===== src/rtl/ox_pkg.sv =====
// Shared types and constants for the O/X inference/learning sequencer.
package ox_pkg;

    localparam int unsigned OX_X_W            = 16;
    localparam int unsigned OX_PCT_W          = 7;
    localparam int unsigned OX_SETTLE_CYC_DEF = 4;
    localparam int unsigned OX_HOLD_CYC_DEF   = 50_000_000;

    typedef enum logic [2:0] {
        ST_IDLE,
        ST_SETTLE,
        ST_SHOW,
        ST_LEARN,
        ST_COOL
    } ox_state_t;

    typedef struct packed {
        logic                y;
        logic [OX_PCT_W-1:0] pct;
    } ox_result_t;

    // Width of the shared down-counter: must hold both reload values, never zero bits.
    function automatic int unsigned ox_tmr_w(input int unsigned settle, input int unsigned hold);
        int unsigned w;
        w = ($clog2(hold) > $clog2(settle)) ? $clog2(hold) : $clog2(settle);
        return (w < 1) ? 1 : w;
    endfunction

endpackage


===== src/rtl/ox_infer_seq_edge_det.sv =====
// Rising-edge detector; previous-value register clears on reset so a held level yields one edge.
module edge_det (
    input  logic clk,
    input  logic rst,
    input  logic d,
    output logic rise_c
);

    logic prev;

    always_ff @(posedge clk or negedge rst) begin
        if (!rst) prev <= 1'b0;
        else      prev <= d;
    end

    assign rise_c = d & ~prev;

endmodule


===== src/rtl/ox_infer_seq.sv =====
// Submit-driven inference/learning sequencer between the input manager and the O/X MLP.
module ox_infer_seq
    import ox_pkg::*;
#(
    parameter int unsigned SETTLE_CYC = OX_SETTLE_CYC_DEF,
    parameter int unsigned HOLD_CYC   = OX_HOLD_CYC_DEF,
    parameter int unsigned CNT_W      = 8
) (
    input  logic                clk,
    input  logic                rst,
    input  logic [OX_X_W-1:0]   x_in,
    input  logic                btn_submit,
    input  logic                btn_label_o,
    input  logic                btn_label_x,
    input  logic                nn_y,
    input  logic [OX_PCT_W-1:0] nn_o_prob_pct,
    output logic [OX_X_W-1:0]   nn_x,
    output logic                nn_learn,
    output logic                nn_is_O,
    output logic                result_valid,
    output logic                result_y,
    output logic [OX_PCT_W-1:0] result_pct,
    output logic                busy,
    output logic [CNT_W-1:0]    infer_count,
    output logic [CNT_W-1:0]    learn_count,
    output logic [CNT_W-1:0]    correct_count
);

    localparam int unsigned    TMR_W     = ox_tmr_w(SETTLE_CYC, HOLD_CYC);
    localparam logic [TMR_W-1:0] SETTLE_LD = TMR_W'(SETTLE_CYC - 1);
    localparam logic [TMR_W-1:0] HOLD_LD   = TMR_W'(HOLD_CYC - 1);

    logic             sub_e, lo_e, lx_e;
    ox_state_t        state, state_d;
    logic [TMR_W-1:0] cnt, cnt_d;
    logic [OX_X_W-1:0] nn_x_d;
    logic             nn_learn_d, nn_is_o_d, valid_d;
    ox_result_t       res, res_d, res_live;
    logic [CNT_W-1:0] infer_d, learn_d, correct_d;

    function automatic logic [CNT_W-1:0] sat_inc(input logic [CNT_W-1:0] v);
        return (&v) ? v : v + CNT_W'(1);
    endfunction

    edge_det u_ed_submit (.clk(clk), .rst(rst), .d(btn_submit),  .rise_c(sub_e));
    edge_det u_ed_lbl_o  (.clk(clk), .rst(rst), .d(btn_label_o), .rise_c(lo_e));
    edge_det u_ed_lbl_x  (.clk(clk), .rst(rst), .d(btn_label_x), .rise_c(lx_e));

    assign res_live = {nn_y, nn_o_prob_pct};

    // Next-state and next-register values.
    always_comb begin
        state_d    = state;
        cnt_d      = cnt;
        nn_x_d     = nn_x;
        nn_learn_d = 1'b0;
        nn_is_o_d  = nn_is_O;
        valid_d    = result_valid;
        res_d      = res;
        infer_d    = infer_count;
        learn_d    = learn_count;
        correct_d  = correct_count;
        case (state)
            ST_IDLE: begin
                if (sub_e) begin
                    nn_x_d  = x_in;
                    cnt_d   = SETTLE_LD;
                    state_d = ST_SETTLE;
                end
            end
            ST_SETTLE: begin
                if (cnt == '0) begin
                    res_d   = res_live;
                    valid_d = 1'b1;
                    infer_d = sat_inc(infer_count);
                    cnt_d   = HOLD_LD;
                    state_d = ST_SHOW;
                end else begin
                    cnt_d = cnt - TMR_W'(1);
                end
            end
            ST_SHOW: begin
                cnt_d = cnt - TMR_W'(1);
                if (sub_e) begin
                    nn_x_d  = x_in;
                    valid_d = 1'b0;
                    cnt_d   = SETTLE_LD;
                    state_d = ST_SETTLE;
                end else if (lo_e ^ lx_e) begin
                    nn_is_o_d  = lo_e;
                    nn_learn_d = 1'b1;
                    learn_d    = sat_inc(learn_count);
                    if (res.y == lo_e) correct_d = sat_inc(correct_count);
                    state_d    = ST_LEARN;
                end else if (cnt == '0) begin
                    valid_d = 1'b0;
                    cnt_d   = '0;
                    state_d = ST_IDLE;
                end
            end
            ST_LEARN: begin
                cnt_d   = SETTLE_LD;
                state_d = ST_COOL;
            end
            ST_COOL: begin
                // Post-learn re-read of the MLP; not a new inference.
                if (cnt == '0) begin
                    res_d   = res_live;
                    cnt_d   = HOLD_LD;
                    state_d = ST_SHOW;
                end else begin
                    cnt_d = cnt - TMR_W'(1);
                end
            end
            default: state_d = ST_IDLE;
        endcase
    end

    always_ff @(posedge clk or negedge rst) begin
        if (!rst) begin
            state         <= ST_IDLE;
            cnt           <= '0;
            nn_x          <= '0;
            nn_learn      <= 1'b0;
            nn_is_O       <= 1'b0;
            result_valid  <= 1'b0;
            res           <= '0;
            infer_count   <= '0;
            learn_count   <= '0;
            correct_count <= '0;
        end else begin
            state         <= state_d;
            cnt           <= cnt_d;
            nn_x          <= nn_x_d;
            nn_learn      <= nn_learn_d;
            nn_is_O       <= nn_is_o_d;
            result_valid  <= valid_d;
            res           <= res_d;
            infer_count   <= infer_d;
            learn_count   <= learn_d;
            correct_count <= correct_d;
        end
    end

    assign result_y   = res.y;
    assign result_pct = res.pct;
    assign busy       = (state == ST_SETTLE) || (state == ST_LEARN) || (state == ST_COOL);

endmodule


===== config.mk =====
export PLATFORM = sky130hd
export DESIGN_NAME = ox_infer_seq
export DESIGN_NICKNAME = d
export VERILOG_FILES = /design/src/rtl/ox_pkg.sv /design/src/rtl/ox_infer_seq_edge_det.sv /design/src/rtl/ox_infer_seq.sv
export SDC_FILE = /design/constraint.sdc
export NUM_CORES = 1
export LEC_CHECK = 0
export ABC_AREA = 1
export CAP_MARGIN = 20
export CORE_UTILIZATION = 52
export CTS_BUF_LIST = sky130_fd_sc_hd__clkbuf_16
export CTS_CLUSTER_SIZE = 8
export DETAILED_ROUTE_END_ITERATION = 8
export PLACE_DENSITY = 0.8
export SLEW_MARGIN = 25
export SYNTH_ARGS = -nofsm -noshare
export SYNTH_HDL_FRONTEND = slang
export SYNTH_HIERARCHICAL = 1
export SYNTH_SLANG_ARGS = --single-unit

===== constraint.sdc =====
create_clock -name clk -period 2.3 [get_ports clk]
set_input_delay 0.46 -clock clk [delete_from_list [all_inputs] [get_ports clk]]
set_output_delay 0.46 -clock clk [all_outputs]
set_load 0.01 [all_outputs]

### After elaboration in Yosys (flattened, before gate mapping)

Index checks and enable logic that the tools add are counted.

| word-level totals | value |
|---|---|
| input bits | 29 |
| output and inout bits | 52 |
| flip-flop bits (word level) | 83 |

| cells by class | value |
|---|---|
| mux-type cells | 20 |
| add/sub/neg operators | 4 |
| equal/unequal tests | 11 |
| reductions and logical operators | 20 |
| bitwise logic cells | 11 |

Operators with widths:

| cell | count |
|---|---|
| $mux 26 | 5 |
| $pmux 26 s4 | 1 |
| $logic_not 26->1 | 1 |
| $sub 26x1->26 const B | 1 |
| $add 8x1->8 const B | 3 |
| $reduce_and 8->1 | 3 |
| $mux 3 | 5 |
| $pmux 3 s4 | 1 |
| $reduce_and 3->1 | 3 |
| $reduce_and 4->1 | 2 |
| $mux 1 | 7 |
| $not 1->1 | 7 |
| $eq 3x2->1 const B | 2 |
| $ne 3x3->1 const B | 2 |
| $reduce_and 2->1 | 3 |
| $reduce_and 5->1 | 1 |
| $ne 2x2->1 const B | 2 |
| $ne 4x4->1 const B | 1 |
| $reduce_bool 4->1 | 1 |
| $reduce_or 2->1 | 2 |
| $and 1x1->1 | 3 |
| $eq 3x1->1 const B | 1 |
| $eq 3x3->1 const B | 1 |
| $logic_not 3->1 | 1 |
| other kinds (6) | 7 |

### Longest topological paths before layout

Gate-level depths: netlist (run 1).

| logic depth | value |
|---|---|
| word-level depth | 6 |
| depth in mapped cells | 12 |

### Modules after synthesis

Netlist (run 1), hierarchy kept.

Modules (own cells, without submodules):

| module | times used | area each (sq um) | cells each | seq. area each (sq um) |
|---|---|---|---|---|
| ox_infer_seq | 1 | 4111.4 | 481 | 2001.9 |
| edge_det | 3 | 35.0 | 3 | 25.0 |

### Worst setup path after synthesis (run 1)

OpenSTA, ideal clock, no wires.

| path | value |
|---|---|
| path type | register to register |
| start | register cnt[0] |
| end | register cnt[15] |
| library setup time | 0.129 ns |
| path buffers | 1 |
| cell stages (with the launch flop) | 13 |
| clock period less this slack | 1.737 ns |
| data arrival time | 1.608 ns |
| slack | 0.563 ns |
| cell sequence | dfrtp_1 > inv_1 > ha_1 > nand2_2 > nor2_4 > nand2_2 > nor2_4 > nand2_2 > nand2_2 > nand2_4 > buf_6 > nand2_1 > o21ai_1 |

| between the ends | value |
|---|---|
| longest elaborated chain between the ends | 5 |
| elaborated cells on any way between the ends | 7 |
| those cells by class | 1 x add/sub; 5 x mux; 1 x reduce/logical |

RTL lines:

| what | line | text |
|---|---|---|
| start: declaration | ox_infer_seq.sv:35 | `logic [TMR_W-1:0] cnt, cnt_d;` |
| start signal: assignment | ox_infer_seq.sv:133 | `cnt <= cnt_d;` |
| $sub 26x1->26 or $logic_not 26->1 (tied branches) | -- |  |
| $mux 26 | ox_infer_seq.sv:95 | `end else if (cnt == '0) begin` |
| $mux 26 | ox_infer_seq.sv:89 | `end else if (lo_e ^ lx_e) begin` |
| $mux 26 | ox_infer_seq.sv:84 | `if (sub_e) begin` |
| $pmux 26 s4 * | ox_infer_seq.sv:63 | `case (state)` |

Mark *: on every way between the ends. The rest lies on a longest branch, timed or not.
A chain may end at the register's enable or synchronous reset.

### Worst setup path in the final report (run 1)

| path | value |
|---|---|
| start | register state[0] |
| end | output busy |

| between the ends | value |
|---|---|
| longest elaborated chain between the ends | 3 |
| elaborated cells on any way between the ends | 5 |
| those cells by class | 3 x eq/ne; 2 x reduce/logical |

RTL lines:

| what | line | text |
|---|---|---|
| start: declaration | ox_infer_seq.sv:34 | `ox_state_t state, state_d;` |
| start signal: assignment | ox_infer_seq.sv:132 | `state <= state_d;` |
| $eq 3x1->1 or $eq 3x2->1 (tied branches) | ox_infer_seq.sv:147 | `assign busy = (state == ST_SETTLE) \|\| (state == ST_LEARN) \|\| (state == ST_COOL);` |
| $logic_or 1x1->1 | ox_infer_seq.sv:147 |  |
| $logic_or 1x1->1 * | ox_infer_seq.sv:147 |  |
| end: declaration | ox_infer_seq.sv:23 | `output logic busy,` |

Marked as above.

==> results by group, run 1 <==
Clock tree
  – CTS sink count: 83
  – Post-CTS Setup Repair Bufs: 0
  – Clock Tree Root: clkbuf_16
  – CTS Buf Count: 9
  – Clock Pin Slew Worst Setup and Hold Paths: 0.06 ns
  – PostCTS Resize Cnt: 0
  – CTS tree: done
  – Cts hold-fix bufs: 0
  – CTS Buffer Depth: 2
  – H-tree levels: 3
  – Latest clock arrival within the worst-skew pair: 0.33 ns

Worst setup path
  – Crit-path cells: o21ai_1 -> inv_1 -> nor2_2 -> clkdlybuf4s50_1
  – WP data arrival: 1.73 ns
  – Flop2flop setup slack: 0.28 ns
  – Critical Path Source Type: register
  – Crit Reg-Reg Startpoint: cnt[0]
  – Origin of the worst setup path: state[0]
  – RR Endpoint: infer_count[5]
  – WP data required: 1.84 ns
  – Max stage delay on crit path: 0.57 ns
  – Slowest library cell on the worst path: clkdlybuf4s50_1
  – Crit. End Element: output port
  – Worst r2r path cells: 12
  – CP max FO: 7
  – CP Class: reg2out

Routing
  – Routed wire length per instance: 14.0 µm
  – Total wire length: 9710 µm
  – Drt first-iter violations: 148
  – DRT Pass-1 Iters: 4
  – Via density: 5.19
  – DRC: 0
  – Antenna viol nets, final: 0
  – Via count: 3,592

Place
  – Final GP Congestion: 0.876
  – Setup slack after placement: 0.0540 ns
  – I/O Buffers: 80
  – DP HPWL: 7010 µm

STA
  – Period minus WS final: 2.19 ns
  – Final WS setup: 0.108 ns
  – Setup violations, final: 0
  – Hold WS: 0.0521 ns
  – Fin crit share: 95.3%
  – Max-slew violations: 0
  – Unrepaired setup endpoints after global routing: false
  – Final Hold Vio Count: 0
  – Post-route setup TNS: 0 ns
  – FMAX: 0.456 GHz
  – Slew @ Worst Pin: 0.482 ns
  – Slew margin rel.: 67.6%
  – Clock Skew: 0.00416 ns

Floorplan
  – Die Area: 0.00847 mm²
  – Initial core utilization: 54.3%
  – Standard-cell rows: 32
  – Ports: 81
  – DIE WIDTH: 92.1 µm
  – Core Box Area: 0.00777 mm²
  – Die Y: 92.1 µm

Synth
  – Ys Warns: 6
  – Number of synthesized register bits: 83
  – Mapped Cells: 490
  – Mapped Nets: 523
  – Mapped Avg Cell Area: 8.61 µm²
  – Register area share after synthesis: 49.3%
  – Post-Syn Area: 0.00422 mm²
  – Synth cell types: 33

Power and ir drop
  – Cell-internal power: 0.00247 W
  – Flop pwr share: 47.7%
  – Switching share of power: 20.1%
  – Pwr dens: 560 mW/mm²
  – Final Power: 0.00309 W
  – Logic gate share of total power: 3.8%
  – P_sw: 0.000621 W
  – Max VDD drop: 382 µV
  – Clk pwr share: 48.5%
  – Leakage: 2.53 nW

Cells and area
  – Layout cells sized above 1: 12.5%
  – Antenna fix cells: 0
  – Nets@finish: 619
  – Area Growth Syn to Fin: 30.7%
  – Filler instances: 589

Global routing
  – First-pass GRT wire length: 16,400 µm
  – Largest net degree at the start of global routing: 33
  – Grt ovf: 0
  – Global Route Usage Sum: 24.6%
  – Initial antenna violation count: 0
  – Vias in the first global route: 3,640

Job
  – Maxcap violations: 0

Run status
  – Status: finished clean

Min path
  – Type of the worst min-delay path: in2async
-- how the worst max path moves through the flow --
stage	to	cells after the start
finish	busy	4
detailed placement	cnt[10]	11
floorplan	cnt[15]	12
global route	busy	4
global placement	correct_count[3]	10
CTS	busy	4
-- cell usage in the layout, fill, tap and decap left out, drive strengths merged, types with 4 or more instances in the layout --
cell | synthesis | final
buf | 5 | 13
nor3 | 6 | 6
dfrtp | 83 | 83
clkbuf | 2 | 9
nand3 | 31 | 31
o21ai | 21 | 21
a21oi | 10 | 10
inv | 45 | 46
nand2 | 134 | 134
ha | 4 | 4
clkdlybuf4s50 | 0 | 79
xor2 | 22 | 22
xnor2 | 13 | 13
nand4 | 12 | 12
nor2 | 78 | 78
mux2 | 16 | 16
-- layout make-up --
| class | count | area, µm² | area share (%) |
|---|---|---|---|
| Sequential cell | 83 | 2080 | 37.7 |
| Multi-Input combinational cell | 354 | 1920 | 34.9 |
| Timing Repair Buffer | 92 | 901 | 16.3 |
| Clock buffer | 9 | 225 | 4.09 |
| Inverter | 46 | 174 | 3.16 |
| Tap cell | 102 | 128 | 2.32 |
| Clock inverter | 6 | 82.6 | 1.50 |
-- worst max-delay path: cells and delay by family (launching register included) --
kind            cells  cell delay (ns)
simple gates        1             0.11
buf+inv             2             0.64
flops               1             0.46
compound gates      1             0.19
-- state kept, by name, summed over array words and instances, names as in the netlist, 3 cells and up --
register,cells
learn_count,8
correct_count,8
infer_count,8
nn_x,16
state,3
cnt,26
result_pct,7
-- per-layer routing --
metal | routed length, µm | GRT usage [%] | vias to the layer above | share of wire, %
met3 | 297 | 4.15 | 21 | 3.1
li1 | - | - | 1756 | -
met5 | 0 | 0 | - | 0
met4 | 247 | 10.4 | 0 | 2.5
met1 | 4160 | 30.1 | 1742 | 43
met2 | 5010 | 42.8 | 73 | 52
-- cell usage after synthesis (all sizes together) --
cell type	count	area, µm²
a21oi	10	50.1
a31oi	1	6.26
and2	2	12.5
and3	1	6.26
buf	5	33.8
clkbuf	2	7.51
clkinv	1	5.00
dfrtp	83	2080
ha	4	50.1
inv	45	169
mux2	16	180
nand2	134	531
nand3	31	173
nand3b	2	15.0
nand4	12	75.1
nor2	78	358
nor3	6	41.3
nor3b	1	7.51
o21ai	21	113
xnor2	13	114
xor2	22	193
-- metrics by stage --
| step | std cells | util, % | cell area (µm²) |
|---|---|---|---|
| 2_1_floorplan | 490 | - | 4220 |
| 3_3_place_gp | 677 | 67.0 | 5200 |
| 3_5_place_dp | 677 | 67.0 | 5200 |
| 4_1_cts | 692 | 71.0 | 5510 |
| 5_1_grt | 692 | 71.0 | 5510 |
| 6_report | 692 | 71.0 | 5510 |
-- cells by family (layout without fill, tap and decap cells) --
group / after synthesis / count (layout) / synth area share (%)
mux: 16 / 16 / 4.27
xor+xnor: 35 / 35 / 7.27
compound gates: 32 / 32 / 4.01
buf+inv: 53 / 153 / 5.10
flops: 83 / 83 / 49.3
simple gates: 267 / 267 / 28.9
fa+ha+maj: 4 / 4 / 1.19
-- power by group through the flow --
stage                     sequential, W  combinational (W)  clock, W
after floorplan                 0.00150          0.0000182         0
after global routing            0.00147           0.000130   0.00159
after detailed placement        0.00150           0.000119         0
after CTS                       0.00147           0.000120   0.00152
after global placement          0.00150           0.000116         0
final                           0.00147           0.000116   0.00150
Note: power is estimated with default switching activity, not from simulation.
==> inputs of run 2 (changes only) <==
Settings changed: CORE_UTILIZATION 52 to 56, PLACE_DENSITY 0.8 to 0.85.
Clock period 2.3 ns to 2.6 ns, I/O delays scaled along.
==> results by group, run 2 (synthesis results as in run 1) <==
STA
  – Setup violations, final: 0 (unchanged)
  – Unrepaired setup endpoints after global routing: false
  – Fin crit share: 88.0%
  – Period minus WS final: 2.29 ns
  – Post-route setup TNS: 0 ns (unchanged)
  – FMAX: 0.437 GHz
  – Max-slew violations: 0 (unchanged)
  – Final Hold Vio Count: 0 (unchanged)
  – Final WS setup: 0.311 ns (+0.203 ns)
  – Slew margin rel.: 55.1% (-13 points)
  – Slew @ Worst Pin: 0.672 ns (+0.190 ns)
  – Hold WS: 0.179 ns (+0.127 ns)
  – Clock Skew: 0.00979 ns (+0.00563 ns)

Routing
  – Routed wire length per instance: 14.5 µm (+3.7%)
  – Total wire length: 9960 µm (+2.6%)
  – DRT Pass-1 Iters: 5 (+1)
  – DRC: 0 (unchanged)
  – Via density: 5.29 (+1.8%)
  – Via count: 3,621 (+0.81%)
  – Drt first-iter violations: 223 (+51%)
  – Antenna viol nets, final: 0 (unchanged)

Global routing
  – Largest net degree at the start of global routing: 46 (+39%)
  – Initial antenna violation count: 0 (unchanged)
  – First-pass GRT wire length: 16,300 µm (-0.84%)
  – Global Route Usage Sum: 27.3% (+2.7 points)
  – Grt ovf: 0 (unchanged)
  – Vias in the first global route: 3,653 (+0.36%)

Clock tree
  – CTS Buf Count: 9 (unchanged)
  – Post-CTS Setup Repair Bufs: 0 (unchanged)
  – Cts hold-fix bufs: 0 (unchanged)
  – Clock Tree Root: clkbuf_16
  – Clock Pin Slew Worst Setup and Hold Paths: 0.06 ns (about the same)
  – CTS Buffer Depth: 2 (unchanged)
  – PostCTS Resize Cnt: 0 (unchanged)
  – Latest clock arrival within the worst-skew pair: 0.34 ns (about the same)
  – H-tree levels: 3 (unchanged)
  – CTS sink count: 83 (unchanged)
  – CTS tree: done

Worst setup path
  – CP max FO: 7 (unchanged)
  – Crit. End Element: output port
  – WP data arrival: 1.77 ns (+0.04 ns)
  – Worst r2r path cells: 11 (-1)
  – Critical Path Source Type: register
  – CP Class: reg2out
  – WP data required: 2.08 ns (+0.24 ns)

Power and ir drop
  – Flop pwr share: 48.3% (+0.6 points)
  – Max VDD drop: 415 µV (+8.6%)
  – Logic gate share of total power: 3.7% (about the same)
  – P_sw: 0.000597 W (-3.9%)
  – Cell-internal power: 0.00210 W (-15%)
  – Clk pwr share: 48.0% (-0.5 points)
  – Final Power: 0.00270 W (-13%)
  – Leakage: 2.50 nW (-1.2%)
  – Switching share of power: 22.1% (+2.0 points)
  – Pwr dens: 494 mW/mm² (-12%)

Min path
  – Type of the worst min-delay path: in2async

Floorplan
  – Die Y: 88.8 µm (-3.6%)
  – Initial core utilization: 58.1% (+3.8 points)
  – DIE WIDTH: 88.8 µm (-3.6%)
  – Die Area: 0.00788 mm² (-7.0%)
  – Standard-cell rows: 31 (-3.1%)
  – Ports: 81 (unchanged)
  – Core Box Area: 0.00725 mm² (-6.6%)

Cells and area
  – Area Growth Syn to Fin: 29.6%
  – Biggest regs: cnt (26), nn_x (16)
  – Nets@finish: 614 (-0.81%)
  – Leading cell type in the layout, fill and taps excluded: nand2_1
  – Final Util: 75.3% (+4.4 points)
  – Filler instances: 522 (-11%)
  – Antenna fix cells: 0 (unchanged)
  – Most frequent cells in the layout: 125 x nand2_1, 83 x dfrtp_1, 79 x clkdlybuf4s50_1
  – Largest Register: cnt
  – Max reg flops: 26 (unchanged)
  – Layout cells sized above 1: 12.1% (-0.43 points)

Place
  – Setup slack after placement: 0.180 ns (+0.126 ns)
  – DP HPWL: 7150 µm (+2.0%)
  – Final GP Congestion: 0.948 (+8.2%)
  – I/O Buffers: 80 (unchanged)

Job
  – Maxcap violations: 0 (unchanged)

Run status
  – Status: finished clean
## run 2: cell types whose count changed in the layout (fill, tap and decap cells not counted), sizes merged
cell,delta
buf,-5
clkinv,+2
bufinv,-1
## run 2: path summary, 6_finish.rpt
path,slack (ns),to,start
max,0.31,busy,state[0]
min,0.18,infer_count[0],rst
max reg2reg,0.42,cnt[18],cnt[0]
min reg2reg,0.47,result_pct[0],result_pct[0]
max in group asynchronous,1.81,nn_x[5],rst
min in group clk,0.47,result_pct[0],result_pct[0]
## run 2: layer usage
layer	GRT usage [%]	up-vias	part of all wire (%)
met1	31.7	1744	40
met4	9.97	0	1.8
met5	0	-	0
met2	50.0	116	53
li1	-	1742	-
met3	5.13	19	5.3
## run 2: power by group through the flow
stage / clock, W / sequential, W / combinational, W
6_report: 0.00129 / 0.00130 / 0.000100
5_1_grt: 0.00136 / 0.00130 / 0.000112
4_1_cts: 0.00130 / 0.00130 / 0.000103
2_1_floorplan: 0 / 0.00133 / 0.0000161
3_5_place_dp: 0 / 0.00133 / 0.000102
3_3_place_gp: 0 / 0.00133 / 0.0000996
## run 2: metrics by stage
step / std cells / cell area [µm²]
finish: 685 / 5470
global route: 685 / 5470
CTS: 685 / 5470
detailed placement: 669 / 5160
global placement: 669 / 5160
floorplan: 490 / 4220
## run 2: cell type report
cell class,count,area (µm²),share of cell area (%)
repair buffers,87,863,15.8
multi-input cells,354,1920,35.2
clock buffers,9,225,4.12
clock inverters,7,77.6,1.42
inverters,46,174,3.18
flip-flops and latches,83,2080,38.0
well taps,99,124,2.27
## run 2: critical path, cell delays in order, from the launching register on
cell and delay, ns:
dfrtp_1 0.46, o21ai_1 0.18, inv_1 0.08, nor2_2 0.14
clkdlybuf4s50_1 0.58
